**src/rtl/serial_pattern_sequencer_if.sv**
```systemverilog
// Producer-side bus of the serial pattern sequencer.
//   start, data_in, len          : run request from the producer
//   busy, done, err              : run status back to the producer
//   hit_count, first_hit_pos     : results of the last completed run
// modport master: producer side; modport slave: sequencer side.
interface serial_pattern_sequencer_if #(
    parameter int WIDTH = 16,
    parameter int CNT_W = 5
);
    logic             start;
    logic [WIDTH-1:0] data_in;
    logic [CNT_W-1:0] len;
    logic             busy;
    logic             done;
    logic             err;
    logic [CNT_W-1:0] hit_count;
    logic [CNT_W-1:0] first_hit_pos;

    modport master (
        output start, data_in, len,
        input  busy, done, err, hit_count, first_hit_pos
    );

    modport slave (
        input  start, data_in, len,
        output busy, done, err, hit_count, first_hit_pos
    );
endinterface

```
**src/rtl/serial_pattern_sequencer.sv**
```systemverilog
// Serialises a parallel word MSB first into an external pattern detector,
// gates it with det_en, clears it before each run and collects its hits.
//   clk, reset   : system clock, asynchronous active-high reset
//   bus (slave)  : start/data_in/len request, busy/done/err status,
//                  hit_count/first_hit_pos results
//   w_out        : serial bit to the detector
//   det_en       : w_out carries a valid bit
//   det_clr      : clears the detector, asserted in the accepting cycle
//   det_hit      : detector hit flag, DET_LAT clocks behind w_out
module serial_pattern_sequencer #(
    parameter int WIDTH   = 16,
    parameter int CNT_W   = 5,
    parameter int DET_LAT = 1
) (
    input  logic                        clk,
    input  logic                        reset,
    serial_pattern_sequencer_if.slave   bus,
    input  logic                        det_hit,
    output logic                        w_out,
    output logic                        det_en,
    output logic                        det_clr
);
    localparam int KW = CNT_W + 2;
    localparam logic [CNT_W-1:0] LEN_MAX    = CNT_W'(WIDTH);
    localparam logic [CNT_W-1:0] ALL_ONES   = '1;
    localparam logic [1:0]       DRAIN_LOAD = (DET_LAT > 0) ? 2'(DET_LAT - 1) : 2'd0;
    localparam logic [KW-1:0]    LAT_K      = KW'(DET_LAT);

    typedef enum logic [1:0] {IDLE, SHIFT, DRAIN, DONE} state_t;

    state_t           state, state_nxt;
    logic [WIDTH-1:0] sr;
    logic [CNT_W-1:0] bits_left;
    logic [1:0]       drain_left;
    logic [KW-1:0]    k;            // cycles since the first SHIFT cycle
    logic [CNT_W-1:0] hit_count_r;
    logic [CNT_W-1:0] first_hit_r;
    logic             err_r;

    logic             len_ok;
    logic             accept;
    logic             sample_ok;
    logic [CNT_W-1:0] hit_idx;
    logic             busy_c;
    logic             done_c;

    assign len_ok    = (bus.len != '0) && (bus.len <= LEN_MAX);
    assign accept    = (state == IDLE) && bus.start && len_ok;
    // A hit seen k cycles into the run belongs to bit k-DET_LAT; earlier
    // samples still reflect the detector's cleared pipeline.
    assign sample_ok = ((state == SHIFT) || (state == DRAIN)) && (k >= LAT_K);
    assign hit_idx   = CNT_W'(k - LAT_K);

    assign bus.busy          = busy_c;
    assign bus.done          = done_c;
    assign bus.err           = err_r;
    assign bus.hit_count     = hit_count_r;
    assign bus.first_hit_pos = first_hit_r;

    always_ff @(posedge clk or posedge reset) begin
        if (reset)
            state <= IDLE;
        else
            state <= state_nxt;
    end

    always_comb begin
        state_nxt = state;
        busy_c    = 1'b0;
        done_c    = 1'b0;
        w_out     = 1'b0;
        det_en    = 1'b0;
        det_clr   = 1'b0;
        case (state)
            IDLE: begin
                if (bus.start && len_ok) begin
                    state_nxt = SHIFT;
                    // Clear in the accepting cycle so the detector is clean
                    // on the edge before the first bit reaches it.
                    det_clr   = !reset;
                end
            end
            SHIFT: begin
                busy_c = 1'b1;
                det_en = 1'b1;
                w_out  = sr[WIDTH-1];
                if (bits_left == CNT_W'(1))
                    state_nxt = (DET_LAT > 0) ? DRAIN : DONE;
            end
            DRAIN: begin
                busy_c = 1'b1;
                if (drain_left == 2'd0)
                    state_nxt = DONE;
            end
            DONE: begin
                done_c    = 1'b1;
                state_nxt = IDLE;
            end
            default: state_nxt = IDLE;
        endcase
    end

    always_ff @(posedge clk or posedge reset) begin
        if (reset) begin
            sr          <= '0;
            bits_left   <= '0;
            drain_left  <= '0;
            k           <= '0;
            hit_count_r <= '0;
            first_hit_r <= '1;
            err_r       <= 1'b0;
        end else begin
            err_r <= (state == IDLE) && bus.start && !len_ok;

            case (state)
                IDLE: begin
                    if (accept) begin
                        sr          <= bus.data_in;
                        bits_left   <= bus.len;
                        drain_left  <= DRAIN_LOAD;
                        k           <= '0;
                        hit_count_r <= '0;
                        first_hit_r <= '1;
                    end
                end
                SHIFT: begin
                    sr        <= {sr[WIDTH-2:0], 1'b0};
                    bits_left <= bits_left - CNT_W'(1);
                    k         <= k + KW'(1);
                end
                DRAIN: begin
                    drain_left <= drain_left - 2'd1;
                    k          <= k + KW'(1);
                end
                default: ;
            endcase

            if (sample_ok && det_hit) begin
                if (hit_count_r != ALL_ONES)
                    hit_count_r <= hit_count_r + CNT_W'(1);
                if (first_hit_r == ALL_ONES)
                    first_hit_r <= hit_idx;
            end
        end
    end
endmodule

```
**src/flat_wrapper.sv**
```systemverilog
// flat-port wrapper written by rule: the top's interface ports become plain ports
module serial_pattern_sequencer_flat 
#(
    parameter int WIDTH   = 16,
    parameter int CNT_W   = 5,
    parameter int DET_LAT = 1
)
  (clk, reset, det_hit, w_out, det_en, det_clr, bus_start, bus_data_in, bus_len, bus_busy, bus_done, bus_err, bus_hit_count, bus_first_hit_pos);
  serial_pattern_sequencer_if #(.WIDTH(WIDTH), .CNT_W(CNT_W)) bus_i ();
  input  logic clk;
  input  logic reset;
  input  logic det_hit;
  output logic w_out;
  output logic det_en;
  output logic det_clr;
  input wire logic [$bits(bus_i.start)-1:0] bus_start;
  input wire logic [$bits(bus_i.data_in)-1:0] bus_data_in;
  input wire logic [$bits(bus_i.len)-1:0] bus_len;
  output wire logic [$bits(bus_i.busy)-1:0] bus_busy;
  output wire logic [$bits(bus_i.done)-1:0] bus_done;
  output wire logic [$bits(bus_i.err)-1:0] bus_err;
  output wire logic [$bits(bus_i.hit_count)-1:0] bus_hit_count;
  output wire logic [$bits(bus_i.first_hit_pos)-1:0] bus_first_hit_pos;
  assign bus_i.start = bus_start;
  assign bus_i.data_in = bus_data_in;
  assign bus_i.len = bus_len;
  assign bus_busy = bus_i.busy;
  assign bus_done = bus_i.done;
  assign bus_err = bus_i.err;
  assign bus_hit_count = bus_i.hit_count;
  assign bus_first_hit_pos = bus_i.first_hit_pos;
  serial_pattern_sequencer #(.WIDTH(WIDTH), .CNT_W(CNT_W), .DET_LAT(DET_LAT)) u_core (.clk(clk), .reset(reset), .bus(bus_i), .det_hit(det_hit), .w_out(w_out), .det_en(det_en), .det_clr(det_clr));
endmodule
```
**config.mk**
```make
export PLATFORM = sky130hd
export DESIGN_NAME = serial_pattern_sequencer_flat
export DESIGN_NICKNAME = d
export VERILOG_FILES = /design/src/rtl/serial_pattern_sequencer_if.sv /design/src/rtl/serial_pattern_sequencer.sv /design/src/flat_wrapper.sv
export SDC_FILE = /design/constraint.sdc
export NUM_CORES = 1
export LEC_CHECK = 0
export CAP_MARGIN = 10
export CORE_MARGIN = 3
export CORE_UTILIZATION = 45
export CTS_BUF_LIST = sky130_fd_sc_hd__clkbuf_4 sky130_fd_sc_hd__clkbuf_8
export DETAILED_ROUTE_END_ITERATION = 10
export PLACE_DENSITY = 0.7
export SLEW_MARGIN = 20
export SYNTH_ARGS = -nofsm -noshare
export SYNTH_HDL_FRONTEND = slang
export SYNTH_SLANG_ARGS = --single-unit
```
**constraint.sdc**
```tcl
create_clock -name clk -period 3.73 [get_ports clk]
set_input_delay 1.119 -clock clk [delete_from_list [all_inputs] [get_ports clk]]
set_output_delay 1.119 -clock clk [all_outputs]
set_load 0.02 [all_outputs]
```
==> summary.md <==
## Power
- **Clock power frac** 14.8%
- **part of the total power dissipated in combinational logic** 52.1%
- **power density over the cells** 830 nW/um^2
- **total internal power** 0.00158 W
- **highest ir drop seen on vdd** 0.467 mV
- **Leak Pwr** 1.39 nW
- **part of the total power dissipated in sequential elements** 33.1%
- **Net Switching** 0.000986 W
- **Switching Share** 38.5%

## Floorplan
- **Starting Density** 47.0%
- **die area** 6310 um^2
- **Core Rows** 26
- **floorplan core area** 5170 um^2
- **overall die width** 79.5 um
- **number of top-level design ports** 41
- **chip height** 79.5 um

## Yosys
- **netlist area before placement** 2430 um^2
- **Yosys Warn Count** 0
- **Top FF cell, synth** dfrtp_1
- **average instance area after synthesis** 10.9 um^2
- **syn_nets** 261
- **EDFF count, synth** 0
- **most common cell in the synthesized netlist** dfrtp_1
- **number of distinct library cells after synthesis** 42
- **synthesized instance count** 223
- **cell accounting for the most synthesized area** dfrtp_1
- **leading post-synthesis cells by instance count** dfrtp_1 (38), mux2_2 (34), nor2_1 (21)
- **cells taking the most area after synthesis** dfrtp_1 (39%), mux2_2 (16%), ha_1 (6.7%), dfstp_2 (5.4%), nor2_1 (3.2%)
- **area share of the largest cell type after synthesis** 39.2%
- **synthesized flop and latch total** 43
- **Seq/Total Area, Yosys** 44.6%
- **share of synthesized flip-flops with an asynchronous set or reset** 100%

## Setup path
- **element type at the critical path start** input pin
- **maximum fanout encountered on the critical timing path** 2
- **Worst path slowest cell** clkdlybuf4s50_1
- **cell family with the largest share of critical-path delay** buffers and inverters
- **data arrival time of the critical path** 2.51 ns
- **list of cells traversed by the critical path** clkdlybuf4s50_1 -> nor4_4 -> mux2i_2 -> and2_1 -> buf_2
- **critical path start-end classification** in -> out
- **FF-to-FF End** u_core.sr[4]
- **reg-to-reg startpoint** u_core.state[1]
- **Req. time, crit path** 2.61 ns
- **slack of the worst reg-to-reg path** 1.08 ns
- **delay of the slowest critical-path stage** 0.46 ns
- **CP Buf/Inv Count** 2
- **FF-to-FF path depth** 8
- **nature of the critical path endpoint** output port

## Worst hold path
- **launch instance of the worst min-delay path** u_core.sr[0]
- **Min-Delay Path Depth** 1
- **classification of the worst-slack hold path** reg -> reg
- **Hold Path End** u_core.sr[0]

## GRT
- **largest net degree at the start of global routing** 44
- **number of antenna violations at the first check in global routing** 0
- **wire length of the first global-routing pass** 8180 um
- **number of global-route vias before repair** 1770
- **total gr overflow** 0
- **Total Routing Usage GR** 16.3%

## Route
- **number of iterations in the first detailed-routing pass** 4
- **# DRC** 0
- **mean routed wirelength per cell** 14.0 um
- **detailed-route via count** 1851
- **Detailed Route WL** 4820 um
- **violation count after the first detailed-route iteration** 85
- **number of nets with antenna violations after detailed routing** 0
- **post-DR vias/cell** 5.37

## Place
- **I/O Buffers** 40
- **final weighted congestion in routability-driven placement** 0.785
- **Cell Area, Placed** 2970 um^2
- **final HPWL from detailed placement** 3370 um

## Timing
- **min cycle time layout** 3.63 ns
- **worst hold slack** 0.495 ns
- **maximum operating frequency** 276 MHz
- **number of slew-limit violations in the final report** 0
- **ratio of final minimum period to clock period** 97.3%
- **relative slew slack** 55.1%
- **total count of hold-check failures in the final report** 0
- **final setup vio count** 0
- **Worst Clk Skew** 0.00603 ns
- **Worst-Margin Slew** 0.670 ns
- **setup repair after global routing missed its margin** no

## Final layout
- **Layout area overhead** 27.2%
- **layout cell share with drive strength beyond 1** 23.3%
- **antenna diode instance count** 0
- **finished layout cell area** 3090 um^2
- **final layout net count** 312

## Clock network
- **clock root buffer master** clkbuf_8
- **CTS tree** done
- **insertion delay of the later-clocked pin in the worst-skew pair** 0.30 ns
- **CTS Buffer Depth** 2
- **Inserted Clock Buffers** 5
- **number of sinks handled by clock tree synthesis** 43
- **CTS clk-pin slew, worst paths** 0.08 ns
- **# H-tree levels** 2

## Run
- **Max-cap violations** 0

## Outcome
- **run status** finished clean

[how the worst max path moves through the flow]
stage / from / end / cells past startpoint
after floorplan: bus_len[1] / det_clr / 4
after global placement: bus_len[1] / det_clr / 5
after detailed placement: bus_len[1] / det_clr / 5
after CTS: bus_len[2] / det_clr / 5
after global routing: bus_len[3] / det_clr / 5
final: bus_len[3] / det_clr / 5
[metal layers]
layer / part of all wire (%) / routed length (um) / global-route usage (%) / up-vias
met5: 0 / 0 / 0 / -
met4: 1.7 / 84 / 5.84 / 0
met2: 44 / 2140 / 24.4 / 34
li1: - / - / - / 906
met3: 4.4 / 214 / 4.74 / 8
met1: 49 / 2380 / 22.4 / 903
[state kept, by name, summed over array words and instances, names as in the netlist]
| register | cells |
|---|---|
| u_core.sr | 16 |
| u_core.k | 7 |
| u_core.bits_left | 5 |
| u_core.bus.first_hit_pos | 5 |
| u_core.bus.hit_count | 5 |
| u_core.drain_left | 2 |
| u_core.state | 2 |
| u_core.bus.err | 1 |
[placed cells by master, fill, tap and decap left out, types with 3 or more instances in the layout]
master           Yosys  routed
dfrtp_1             38      38
clkdlybuf4s50_1      0      37
mux2_2              34      34
nor2_1              21      21
inv_1               14      13
ha_1                13      13
buf_4                2      12
a21oi_1             10      10
nand2_1              8       8
a22o_1               8       8
o21ai_0              6       6
mux2i_1              7       6
clkbuf_8             0       6
nand3_1              5       5
dfstp_2              5       5
o2bb2ai_1            4       4
o22ai_1              4       4
and3_1               4       4
and2_1               3       3
[power by group through the flow]
| stage | registers (W) | logic (W) | clock network, W |
|---|---|---|---|
| finish | 0.000848 | 0.00134 | 0.000379 |
| global route | 0.000879 | 0.00148 | 0.000410 |
| CTS | 0.000846 | 0.00135 | 0.000392 |
| detailed placement | 0.000851 | 0.00134 | 0 |
| global placement | 0.000847 | 0.00132 | 0 |
| floorplan | 0.000861 | 0.000947 | 0 |
[layout make-up]
cell class              instances  area, um^2
fillers                       440        2080
clock buffers                   6        82.6
inverters                      14        52.6
multi-input cells             158        1260
repair buffers                 52         490
well taps                      70        87.6
clock inverters                 2        35.0
flip-flops and latches         43        1080
[cell families after synthesis]
group / Yosys count / synth area share [%]
adders and majority gates: 13 / 6.70
AOI/OAI and AO/OA: 45 / 13.0
muxes: 41 / 18.7
xor gates and xnor gates: 4 / 1.44
DFF: 43 / 44.6
buffers and inverters: 22 / 3.81
and+or+nand+nor: 55 / 11.8
[what timing repair did]
item | 4_1_cts | 5_1_grt
buffers inserted | 0 | 0
pin swaps | 1 | 1
hold buffers | 0 | 0
endpoints found under the setup margin | 1 | 1
resized for setup | 4 | 2
[metrics by stage]
step                util (%)  setup TNS, ns  setup slack, ns  std cells  total power, W
finish                  59.7              0            0.101        345         0.00256
global route            59.7              0           0.0299        345         0.00277
CTS                     59.6              0           0.0231        345         0.00258
detailed placement      57.4         -0.402           -0.402        337         0.00219
global placement        57.4         -0.414           -0.414        337         0.00216
floorplan                  -              0           0.0722        223         0.00181
No activity file was read; power rests on OpenSTA's default activity.
==> edit, RTL diff (same flow settings) <==
Re-encode `state_t` (4 states) as one-hot, 4 bits wide.
--- a/src/rtl/serial_pattern_sequencer.sv
+++ b/src/rtl/serial_pattern_sequencer.sv
@@ -26,7 +26,7 @@
     localparam logic [1:0]       DRAIN_LOAD = (DET_LAT > 0) ? 2'(DET_LAT - 1) : 2'd0;
     localparam logic [KW-1:0]    LAT_K      = KW'(DET_LAT);
 
-    typedef enum logic [1:0] {IDLE, SHIFT, DRAIN, DONE} state_t;
+    typedef enum logic [3:0] {IDLE = 4'b0001, SHIFT = 4'b0010, DRAIN = 4'b0100, DONE = 4'b1000} state_t;
 
     state_t           state, state_nxt;
     logic [WIDTH-1:0] sr;
Formal check against the unedited RTL: same outputs for any inputs over 10 cycles, from zero or initial values and one cycle with reset high; not proved beyond that.
==> edit against the unedited design <==
  * Synthesized area fell by 1.5%
  * Routed wire length rose by 6.5%
  * Critical endpoint unchanged
  * Design area fell by 1.5%
  * Register-to-register slack improved by 0.74 ns
  * First-iteration DRC count rose by 1.2%
  * Sequential cell count rose by 2
  * Via count rose by 2.1%
  * Highest routed layer unchanged
  * Global-route usage rose by 1.6 points
  * Worst setup slack improved by 0.065 ns
  * Non-clock buffer count rose by 1
Power is not compared: it rests on default switching activity, and its combinational part moved more than twofold at a synthesized area within 25%.
==> edit: results (changes against the unedited design) <==
* Met2 Routed Length at 2.36 mm (+10%)
* DR iter-0 viols at 86 (+1.2%)
* GR Util met2 at 0.278 (+0.0347)
* Fill cell count at 443 (+0.68%)
* Worst Skew at 0.00287 ns (-0.00316 ns)
* Ys async rst share at 1.00 (unchanged)
* Final core occ at 0.615 (+0.0184)
* M1 wire length at 2.42 mm (+1.7%)
* Distinct cells, synth at 48 (+14%)
* Ys Warns at 0 (unchanged)
* Net Sw Power at 501 µW
* Commonest cells post-synth: dfrtp_1 (39), nand2_1 (23), a21oi_1 (19)
* Sequential-to-total area share from yosys stat at 0.474 (+0.0282)
* Vias post-DR at 1890 (+2.1%)
* Slew margin rel. at 0.619 (+0.0674)
* Global Route Usage Sum at 0.179 (+0.0155)
* Number of global-route vias before repair at 1847 (+4.4%)
* Avg WL per Cell at 15.0 µm (+7.5%)
* Met3 wire length at 285 µm (+33%)
* Top post-synthesis cells by area: dfrtp_1 (41%), dfstp_2 (6.6%), a221o_1 (5.9%)
* Port bufs at 40 (unchanged)
* Crit Path Max Fanout at 2 (unchanged)
* Layout Nets at 307 (-1.6%)
* Status: finished, final reports clean
* Syn nets at 259 (-0.77%)
* Global-route wire length before repair at 8.74 mm (+6.8%)
* Pin count of the biggest net entering global routing at 33 (-25%)
* Share of layout cells above drive strength 1 at 0.156 (-0.0764)
* DP Wirelength at 3.61 mm (+7.2%)
* Crit path DAT at 2.45 ns (-0.06 ns)
* GR Util met3 at 0.0374 (-0.00999)
* Routability cong. at 0.809 (+3.1%)
-- edit: cell families after synthesis --
| group | Yosys count | synth area share |
|---|---|---|
| flops | 45 | 0.474 |
| compound gates | 64 | 0.210 |
| simple gates | 71 | 0.167 |
| mux | 4 | 0.0173 |
| buf+inv | 25 | 0.0513 |
| xor+xnor | 9 | 0.0392 |
| fa+ha+maj | 8 | 0.0418 |
-- edit: worst max-delay path: stages --
cell and delay [ns]:
clkdlybuf4s50_1 0.46, nor4_4 0.35, xnor2_2 0.17, nand2_1 0.09, nor2_1 0.09, clkbuf_2 0.17
-- edit: final cells by class --
type                            count  share of cell area
Inverter                           13              0.0160
Tap cell                           67              0.0276
Clock inverter                      3              0.0214
Sequential cell                    45               0.373
Multi-Input combinational cell    156               0.374
Clock buffer                        5              0.0226
Timing Repair Buffer               53               0.166
-- edit: per-stage QoR --
stage | std cells | setup TNS (ns) | power (µW)
floorplan | 226 | 0 | 1050
global placement | 334 | -0.268 | 1180
global route | 342 | 0 | 1720
CTS | 342 | 0 | 1630
detailed placement | 334 | -0.278 | 1190
finish | 342 | 0 | 1620
-- edit: path summary, 6_finish.rpt --
check / from / to / slack, ns / depth (start not counted)
max in group asynchronous: reset / u_core.sr[7] / 1.97 / 3
max: bus_len[2] / det_clr / 0.17 / 6
min reg2reg: u_core.sr[15] / u_core.sr[15] / 0.49 / 1
min in group asynchronous: reset / u_core.bus.err / 1.20 / 2
max reg2reg: u_core.state[0] / u_core.bits_left[1] / 1.82 / 5
min: u_core.sr[15] / u_core.sr[15] / 0.49 / 1
-- edit: repair_timing --
action	CTS	global route
pin swaps	0	1
setup endpoints to repair	1	1
resized for setup	2	1
